File: config.mk
export PLATFORM = sky130hd
export DESIGN_NAME = approx_wallace_dot_accumulator
export DESIGN_NICKNAME = d
export VERILOG_FILES = /design/src/rtl/approx_wallace_dot_accumulator.sv
export SDC_FILE = /design/constraint.sdc
export NUM_CORES = 1
export LEC_CHECK = 0
export BUFFER_PORTS_ARGS = -buffer_cell sky130_fd_sc_hd__buf_2
export CAP_MARGIN = 30
export CORE_MARGIN = 4
export CORE_UTILIZATION = 35
export CTS_BUF_LIST = sky130_fd_sc_hd__clkbuf_16
export DETAILED_ROUTE_END_ITERATION = 16
export HOLD_SLACK_MARGIN = 0.1
export PLACE_DENSITY = 0.66
export SLEW_MARGIN = 25
export SYNTH_ARGS = -nofsm -noshare
export SYNTH_HDL_FRONTEND = slang
export SYNTH_SLANG_ARGS = --single-unit
File: constraint.sdc
create_clock -name clk -period 2.3 [get_ports clk]
set_clock_uncertainty 0.1 [all_clocks]
set_input_delay 0.23 -clock clk [delete_from_list [all_inputs] [get_ports clk]]
set_output_delay 0.23 -clock clk [all_outputs]
set_load 0.01 [all_outputs]
File: src/rtl/approx_wallace_dot_accumulator.sv
// Operand sequencer and product accumulator around the approximate multiplier.
// Build option: define SATURATE_EN to clamp the accumulator instead of wrapping.
module approx_wallace_dot_accumulator #(
  parameter int VEC_LEN  = 8,
  parameter int ACC_W    = 24,
  parameter int MULT_LAT = 2
) (
  input  logic             clk,
  input  logic             rst,
  input  logic             start,
  input  logic             in_valid,
  output logic             in_ready,
  input  logic [7:0]       a_in,
  input  logic [7:0]       b_in,
  output logic [7:0]       mult_a,
  output logic [7:0]       mult_b,
  input  logic [15:0]      mult_s,
  output logic [ACC_W-1:0] acc_out,
  output logic             out_valid,
  input  logic             out_ready,
  output logic             busy,
  output logic             overflow
);

  localparam int CW = $clog2(VEC_LEN + 1);
  localparam logic [CW-1:0] LAST = CW'(VEC_LEN - 1);
  localparam logic [MULT_LAT-1:0] TAIL =
    MULT_LAT'(1) << (MULT_LAT - 1);

  typedef enum logic [1:0] {
    IDLE,
    RUN,
    DRAIN,
    DONE
  } state_t;

  state_t              r_state;
  state_t              w_next;
  logic [CW-1:0]       r_count;
  logic [MULT_LAT-1:0] r_sr;
  logic [ACC_W-1:0]    r_acc;
  logic                r_ovf;

  logic                w_accept;
  logic [ACC_W:0]      w_prod;
  logic [ACC_W:0]      w_sum;
  logic                w_carry;
  logic [ACC_W-1:0]    w_acc_add;

  assign w_accept = in_valid & in_ready;
  assign w_prod   = {{(ACC_W + 1 - 16){1'b0}}, mult_s};
  assign w_sum    = {1'b0, r_acc} + w_prod;
  assign w_carry  = w_sum[ACC_W];

`ifdef SATURATE_EN
  assign w_acc_add = w_carry ? {ACC_W{1'b1}}
                             : w_sum[ACC_W-1:0];
`else
  assign w_acc_add = w_sum[ACC_W-1:0];
`endif

  always_comb begin
    w_next    = r_state;
    in_ready  = 1'b0;
    out_valid = 1'b0;
    busy      = 1'b1;
    mult_a    = '0;
    mult_b    = '0;
    unique case (r_state)
      IDLE: begin
        busy = 1'b0;
        if (start) w_next = RUN;
      end
      RUN: begin
        in_ready = 1'b1;
        mult_a   = a_in;
        mult_b   = b_in;
        if (in_valid && r_count == LAST)
          w_next = DRAIN;
      end
      // last product is in the tail with nothing behind it
      DRAIN: begin
        if (r_sr == TAIL) w_next = DONE;
      end
      DONE: begin
        out_valid = 1'b1;
        if (out_ready) w_next = IDLE;
      end
      default: w_next = IDLE;
    endcase
  end

  always_ff @(posedge clk or posedge rst) begin
    if (rst) begin
      r_state <= IDLE;
      r_count <= '0;
      r_sr    <= '0;
      r_acc   <= '0;
      r_ovf   <= 1'b0;
    end else begin
      r_state <= w_next;
      if (r_state == IDLE && start) begin
        r_count <= '0;
        r_sr    <= '0;
        r_acc   <= '0;
        r_ovf   <= 1'b0;
      end else begin
        r_sr <= (r_sr << 1) | MULT_LAT'(w_accept);
        if (w_accept)
          r_count <= r_count + CW'(1);
        if (r_sr[MULT_LAT-1]) begin
          r_acc <= w_acc_add;
          if (w_carry) r_ovf <= 1'b1;
        end
      end
    end
  end

  assign acc_out  = r_acc;
  assign overflow = r_ovf;

endmodule
---- Yosys cells after proc, flatten, opt, wreduce, memory -nomap -nowiden ----
Cells that the tools add are included.
storage, ports and cells
  register bits ........................... 33
  input port bits ......................... 37
  output and inout port bits .............. 44
  logic and storage cells ................. 44
cells by class
  $add $sub $neg .......................... 2
  equality and inequality tests ........... 9
  muxes and demuxes ....................... 18
  bitwise operators ....................... 2
  reductions and logical operators ........ 8
operators by type and width
  operator                                        number
  2-to-1 mux 24 bit                               2
  adder 24 x 16 -> 25 bit                         1
  2-to-1 mux 8 bit                                2
  2-to-1 mux 2 bit                                5
  2-to-1 mux 4 bit                                2
  != test 2 bit (second input constant)           4
  case mux 2 bit (4 select lines)                 1
  == test 2 bit (second input constant)           3
  2-to-1 mux 1 bit                                6
  nonzero test 2 bit                              3
  adder 4 x 1 -> 4 bit (second input constant)    1
  == test 4 x 3 -> 1 bit (second input constant)  1
  AND reduction 4 bit                             1
  == test 2 x 1 -> 1 bit (second input constant)  1
  logical AND 1 bit                               2
  zero test 2 bit                                 1
  bitwise OR 2 x 1 -> 2 bit                       1
  AND reduction 2 bit                             1
  AND 1 bit                                       1

---- Logic depth before layout (Yosys ltp) ----
  word-level depth ........................ 5
  mapped depth ............................ 9
  mapped depth without buffers ............ 9

---- Worst setup path before layout ----
Ideal clock, no wire load.
  path kind ............................... register to register
  from .................................... register r_acc[0], in the netlist acc_out[0]
  to ...................................... register r_acc[18], in the netlist acc_out[18]
  setup time .............................. 0.077 ns
  arrival time ............................ 2.243 ns
  required time ........................... 2.123 ns
  slack ................................... -0.121 ns
  stages on the path, launching flop included .. 10
  path buffers ............................ 0
  clock period less this slack ............ 2.421 ns
  path through ............................ dfrtp_1 > ha_1 > inv_1 > fa_1 > and2b_4 > o2111ai_4 > a21oi_4 > nor4_2 > or4_1 > a21oi_1
between the ends
  longest elaborated chain between the ends .. 3
ends and longest elaborated chain
  what                     RTL line  source
  from (decl)              41        logic [ACC_W-1:0] r_acc;
  from (signal assigned)   112       r_acc <= w_acc_add;
  adder 24 x 16 -> 25 bit  52        assign w_sum = {1'b0, r_acc} + w_prod;
  2-to-1 mux 24 bit        111       if (r_sr[MULT_LAT-1]) begin
  2-to-1 mux 24 bit        102       if (r_state == IDLE && start) begin
No other way between the ends. The select of a mux whose other input is x is not followed.
A chain may end at the register's enable or synchronous reset.

---- Worst setup path in the final report ----
Ends and elaborated chain as after synthesis.

==> results.yml <==
run_status:
  outcome: "finished, final reports clean"
worst_hold_path:
  min-delay-path-class: "input pin to flop"
  startpoint_of_the_tightest_hold_check_path: "in_valid"
  whs_path_depth: 3
  hold_path_end: "r_count[1]"
setup_path:
  crit-reg2reg-capture: "acc_out[18]"
  crit_type: "flop to flop"
  regToRegStartpoint: "acc_out[0]"
  ff2ff_path_depth: 9
  reg_to_reg_setup_timing_slack_ns: 0.005
  cp-start-kind: "flop"
  worst-endpoint-required_ns: 2.40
  worst_setup_path_end_kind: "flop"
  critPathMaxFanout: 4
  data_arrival_time_of_the_worst_path_ns: 2.40
power_and_ir_drop:
  pd_cells_nw_per_um2: 1130
  power.leakage_nw: 1.68
  ir_drop_v: 0.000419
clocking:
  clk_root_buffer_cell: "sky130_fd_sc_hd__clkbuf_16"
  clock_insertion_delay_worst_skew_ns: 0.27
  cts.reportedPaths.clkPinSlew_ns: 0.05
  cts_tree: "done"
  cts.sink_count: 33
  clock_path_buffers: 2
  cts_made_buffers: 5
  htree_levels: 2
timing:
  max_slew_margin_pct: 66.9
  finalWorstPathRequiredPeriod_ns: 2.29
  maxSlewViolCount: 0
  worst_pin_slew_ns: 0.495
  final_critical_path_setup_slack_ns: 0.00537
  period_share_pct: 99.8
  rsz0062_at_grt: "yes"
  clock.fmax_ghz: 0.436
  count_of_final_hold_check_violations: 0
  fin_hold_ws_ns: 0.162
  setup-violations-final: 0
yosys:
  netlist_top_cells_area: "sky130_fd_sc_hd__dfrtp_1 32%, sky130_fd_sc_hd__ha_1 11%, sky130_fd_sc_hd__and2_1 4.9%"
  yosysTopAreaCell: "sky130_fd_sc_hd__dfrtp_1"
  synth_top_area_share_pct: 32.3
  synth_area_um2: 2560
  synth.distinct_cells: 57
  synth_enable_flop_cells: 0
  synthesis.instances: 282
  ys_warn_count: 0
  synthFlopType: "sky130_fd_sc_hd__dfrtp_1"
  ys_ff_latch: 33
  synth-seq-area-share_pct: 32.3
  postSynthNetCount: 342
  synth-async-reset-ratio_pct: 100
  syn_avg_cell_area_um2: 9.06
layout:
  num-nets-final: 440
  multiInputGateArea_um2: 1690
  syn2layout_area_growth_pct: 31.6
  layout.area.seq_um2: 826
  stdcell_count: 476
  diodes: 0
  nFillCells: 678
  layout-drive-gt1-share_pct: 33.2
  design_area_um2: 3360
placed_design:
  post-place-ws_ns: -0.00923
  place_area_um2: 3160
  rd_place_congestion: 0.843
  dp.cells: 464
  dp_hpwl_mm: 5.03
  port-buffer-count: 80
route:
  antenna_left: 0
  detail_route.wirelength_mm: 6.60
  route.detailed.drc: 0
  routed_via_density: 5.27
  drt-wirelength-per-cell_um: 13.9
  num_vias: 2509
  initialDrtViolationCount: 99
  detail_route.first_pass.iterations: 4
floorplanning:
  fp-row-count: 30
  design.portCount: 81
  die-width_um: 93.5
  initial_util_pct: 36.8
  fp.dieH_um: 93.5
  core_area_um2: 6940
  design.die.area_um2: 8730
global_routing:
  grt_remaining_overflow: 0
  grt_start_max_net_pins: 34
  grt_antenna_before_repair: 0
  grt_first_pass_wirelength_mm: 11.3
  grt_pass1_vias: 2481
  grt_use_total_pct: 15.7
flow_run:
  timing.max_cap.violations: 0
report_power, final:
group | leakage [nW] | switching, mW | internal (mW)
combinational | 1.18 | 1.27 | 1.00
clock | 0.0685 | 0.230 | 0.386
sequential | 0.429 | 0.150 | 0.765
sequential cells by signal, summed over array words and instances, names as in the netlist:
name	flops
r_state	2
r_sr	2
r_count	4
acc_out	24
overflow	1
metal layers:
layer	GRT usage, %	up-vias	part of all wire [%]
li1	-	1230	-
met1	19.1	1179	43
met2	28.1	94	49
met3	3.30	6	6.4
met4	4.15	0	1.2
met5	0	-	0
synth_stat cells (3+ instances only):
master                       n
sky130_fd_sc_hd__xor2_1      7
sky130_fd_sc_hd__xnor2_1     4
sky130_fd_sc_hd__o22ai_1     4
sky130_fd_sc_hd__o21ai_0     9
sky130_fd_sc_hd__nand4_1     4
sky130_fd_sc_hd__nand2_1    23
sky130_fd_sc_hd__clkbuf_1    7
sky130_fd_sc_hd__dfrtp_1    33
sky130_fd_sc_hd__a211oi_1    3
sky130_fd_sc_hd__a31oi_1     3
sky130_fd_sc_hd__o2111ai_1   4
sky130_fd_sc_hd__mux2i_1     9
sky130_fd_sc_hd__nor3_1      3
sky130_fd_sc_hd__nor2_1     20
sky130_fd_sc_hd__a21o_1      6
sky130_fd_sc_hd__and3_1      3
sky130_fd_sc_hd__ha_1       22
sky130_fd_sc_hd__nor4_1      3
sky130_fd_sc_hd__inv_1       9
sky130_fd_sc_hd__nand3_1    13
sky130_fd_sc_hd__a21oi_1    16
sky130_fd_sc_hd__o211ai_1    3
sky130_fd_sc_hd__o31ai_1     5
sky130_fd_sc_hd__or3_1       3
sky130_fd_sc_hd__nand2b_1    7
sky130_fd_sc_hd__o21ai_1     4
sky130_fd_sc_hd__and2_1     20
placed cells by master (no fill, tap or decap), types with 3 or more instances in the layout:
cell type | Yosys | final
sky130_fd_sc_hd__and2_1 | 20 | 20
sky130_fd_sc_hd__nand3_1 | 13 | 13
sky130_fd_sc_hd__dfrtp_1 | 33 | 33
sky130_fd_sc_hd__mux2i_1 | 9 | 9
sky130_fd_sc_hd__xor2_1 | 7 | 7
sky130_fd_sc_hd__and3_1 | 3 | 3
sky130_fd_sc_hd__a21o_1 | 6 | 6
sky130_fd_sc_hd__o21ai_0 | 9 | 9
sky130_fd_sc_hd__a31oi_1 | 3 | 3
sky130_fd_sc_hd__o2111ai_1 | 4 | 3
sky130_fd_sc_hd__nand2b_1 | 7 | 7
sky130_fd_sc_hd__ha_1 | 22 | 20
sky130_fd_sc_hd__o22ai_1 | 4 | 4
sky130_fd_sc_hd__nand4_1 | 4 | 4
sky130_fd_sc_hd__nor2_1 | 20 | 20
sky130_fd_sc_hd__a211oi_1 | 3 | 3
sky130_fd_sc_hd__clkbuf_16 | 0 | 5
sky130_fd_sc_hd__buf_2 | 0 | 80
sky130_fd_sc_hd__nand2_1 | 23 | 23
sky130_fd_sc_hd__a21oi_1 | 16 | 14
sky130_fd_sc_hd__xnor2_1 | 4 | 4
sky130_fd_sc_hd__o31ai_1 | 5 | 5
sky130_fd_sc_hd__buf_4 | 0 | 20
sky130_fd_sc_hd__o211ai_1 | 3 | 3
sky130_fd_sc_hd__o21ai_1 | 4 | 4
sky130_fd_sc_hd__nor4_1 | 3 | 3
sky130_fd_sc_hd__inv_1 | 9 | 9
metrics by stage:
stage	power, mW	util, %	setup TNS (ns)
after global placement	3.07	45.4	0
after floorplan	2.45	-	-0.0433
final	3.80	48.4	0
after global routing	4.15	48.4	-0.355
after CTS	3.78	47.6	-0.0491
after detailed placement	3.13	45.4	-0.0109
worst max path at each step:
stage                from           to  slack (ns)  depth (start not counted)
2_1_floorplan  acc_out[0]  acc_out[16]       -0.02                          9
3_3_place_gp   acc_out[0]  acc_out[18]        0.02                          9
3_5_place_dp   acc_out[0]  acc_out[18]      -0.009                          9
4_1_cts        acc_out[0]  acc_out[18]       -0.04                          9
5_1_grt        acc_out[0]  acc_out[18]       -0.10                          9
6_report       acc_out[0]  acc_out[18]       0.005                          9
worst max-delay path, stage by stage, from the launching register on:
cell                        delay, ns
sky130_fd_sc_hd__dfrtp_1         0.34
sky130_fd_sc_hd__ha_2            0.19
sky130_fd_sc_hd__inv_2           0.04
sky130_fd_sc_hd__fa_2            0.32
sky130_fd_sc_hd__and2b_4         0.27
sky130_fd_sc_hd__o2111ai_4       0.13
sky130_fd_sc_hd__a21oi_4         0.22
sky130_fd_sc_hd__nor4_4          0.08
sky130_fd_sc_hd__or4_1           0.40
sky130_fd_sc_hd__a21oi_1         0.13
cell families (layout without fill, tap and decap cells):
group / count (synthesis) / count (layout) / share of synthesized area [%]
AO/OA/AOI/OAI: 73 / 73 / 20.4
XOR/XNOR: 11 / 11 / 3.77
adder cells (fa/ha/maj): 23 / 23 / 11.6
buffers and inverters: 19 / 117 / 3.48
flip-flops: 33 / 33 / 32.3
multiplexers: 11 / 11 / 4.41
AND/OR/NAND/NOR: 112 / 112 / 24.1
repair_timing:
action	4_1_cts	5_1_grt
hold buffers	1	0
setup buffers	1	3
endpoints found under the setup margin	2	9
hold endpoints to repair	33	0
pin swaps	5	5
cloned	0	0
gates resized for setup	0	8
final cells by class:
| class | instances | share of cell area [%] |
|---|---|---|
| Inverter | 9 | 1.00 |
| Clock inverter | 2 | 0.223 |
| Sequential cell | 33 | 24.6 |
| Clock buffer | 5 | 3.72 |
| Tap cell | 96 | 3.57 |
| Multi-Input combinational cell | 230 | 50.3 |
| Timing Repair Buffer | 101 | 16.7 |
Power figures use the tool's default switching activity.
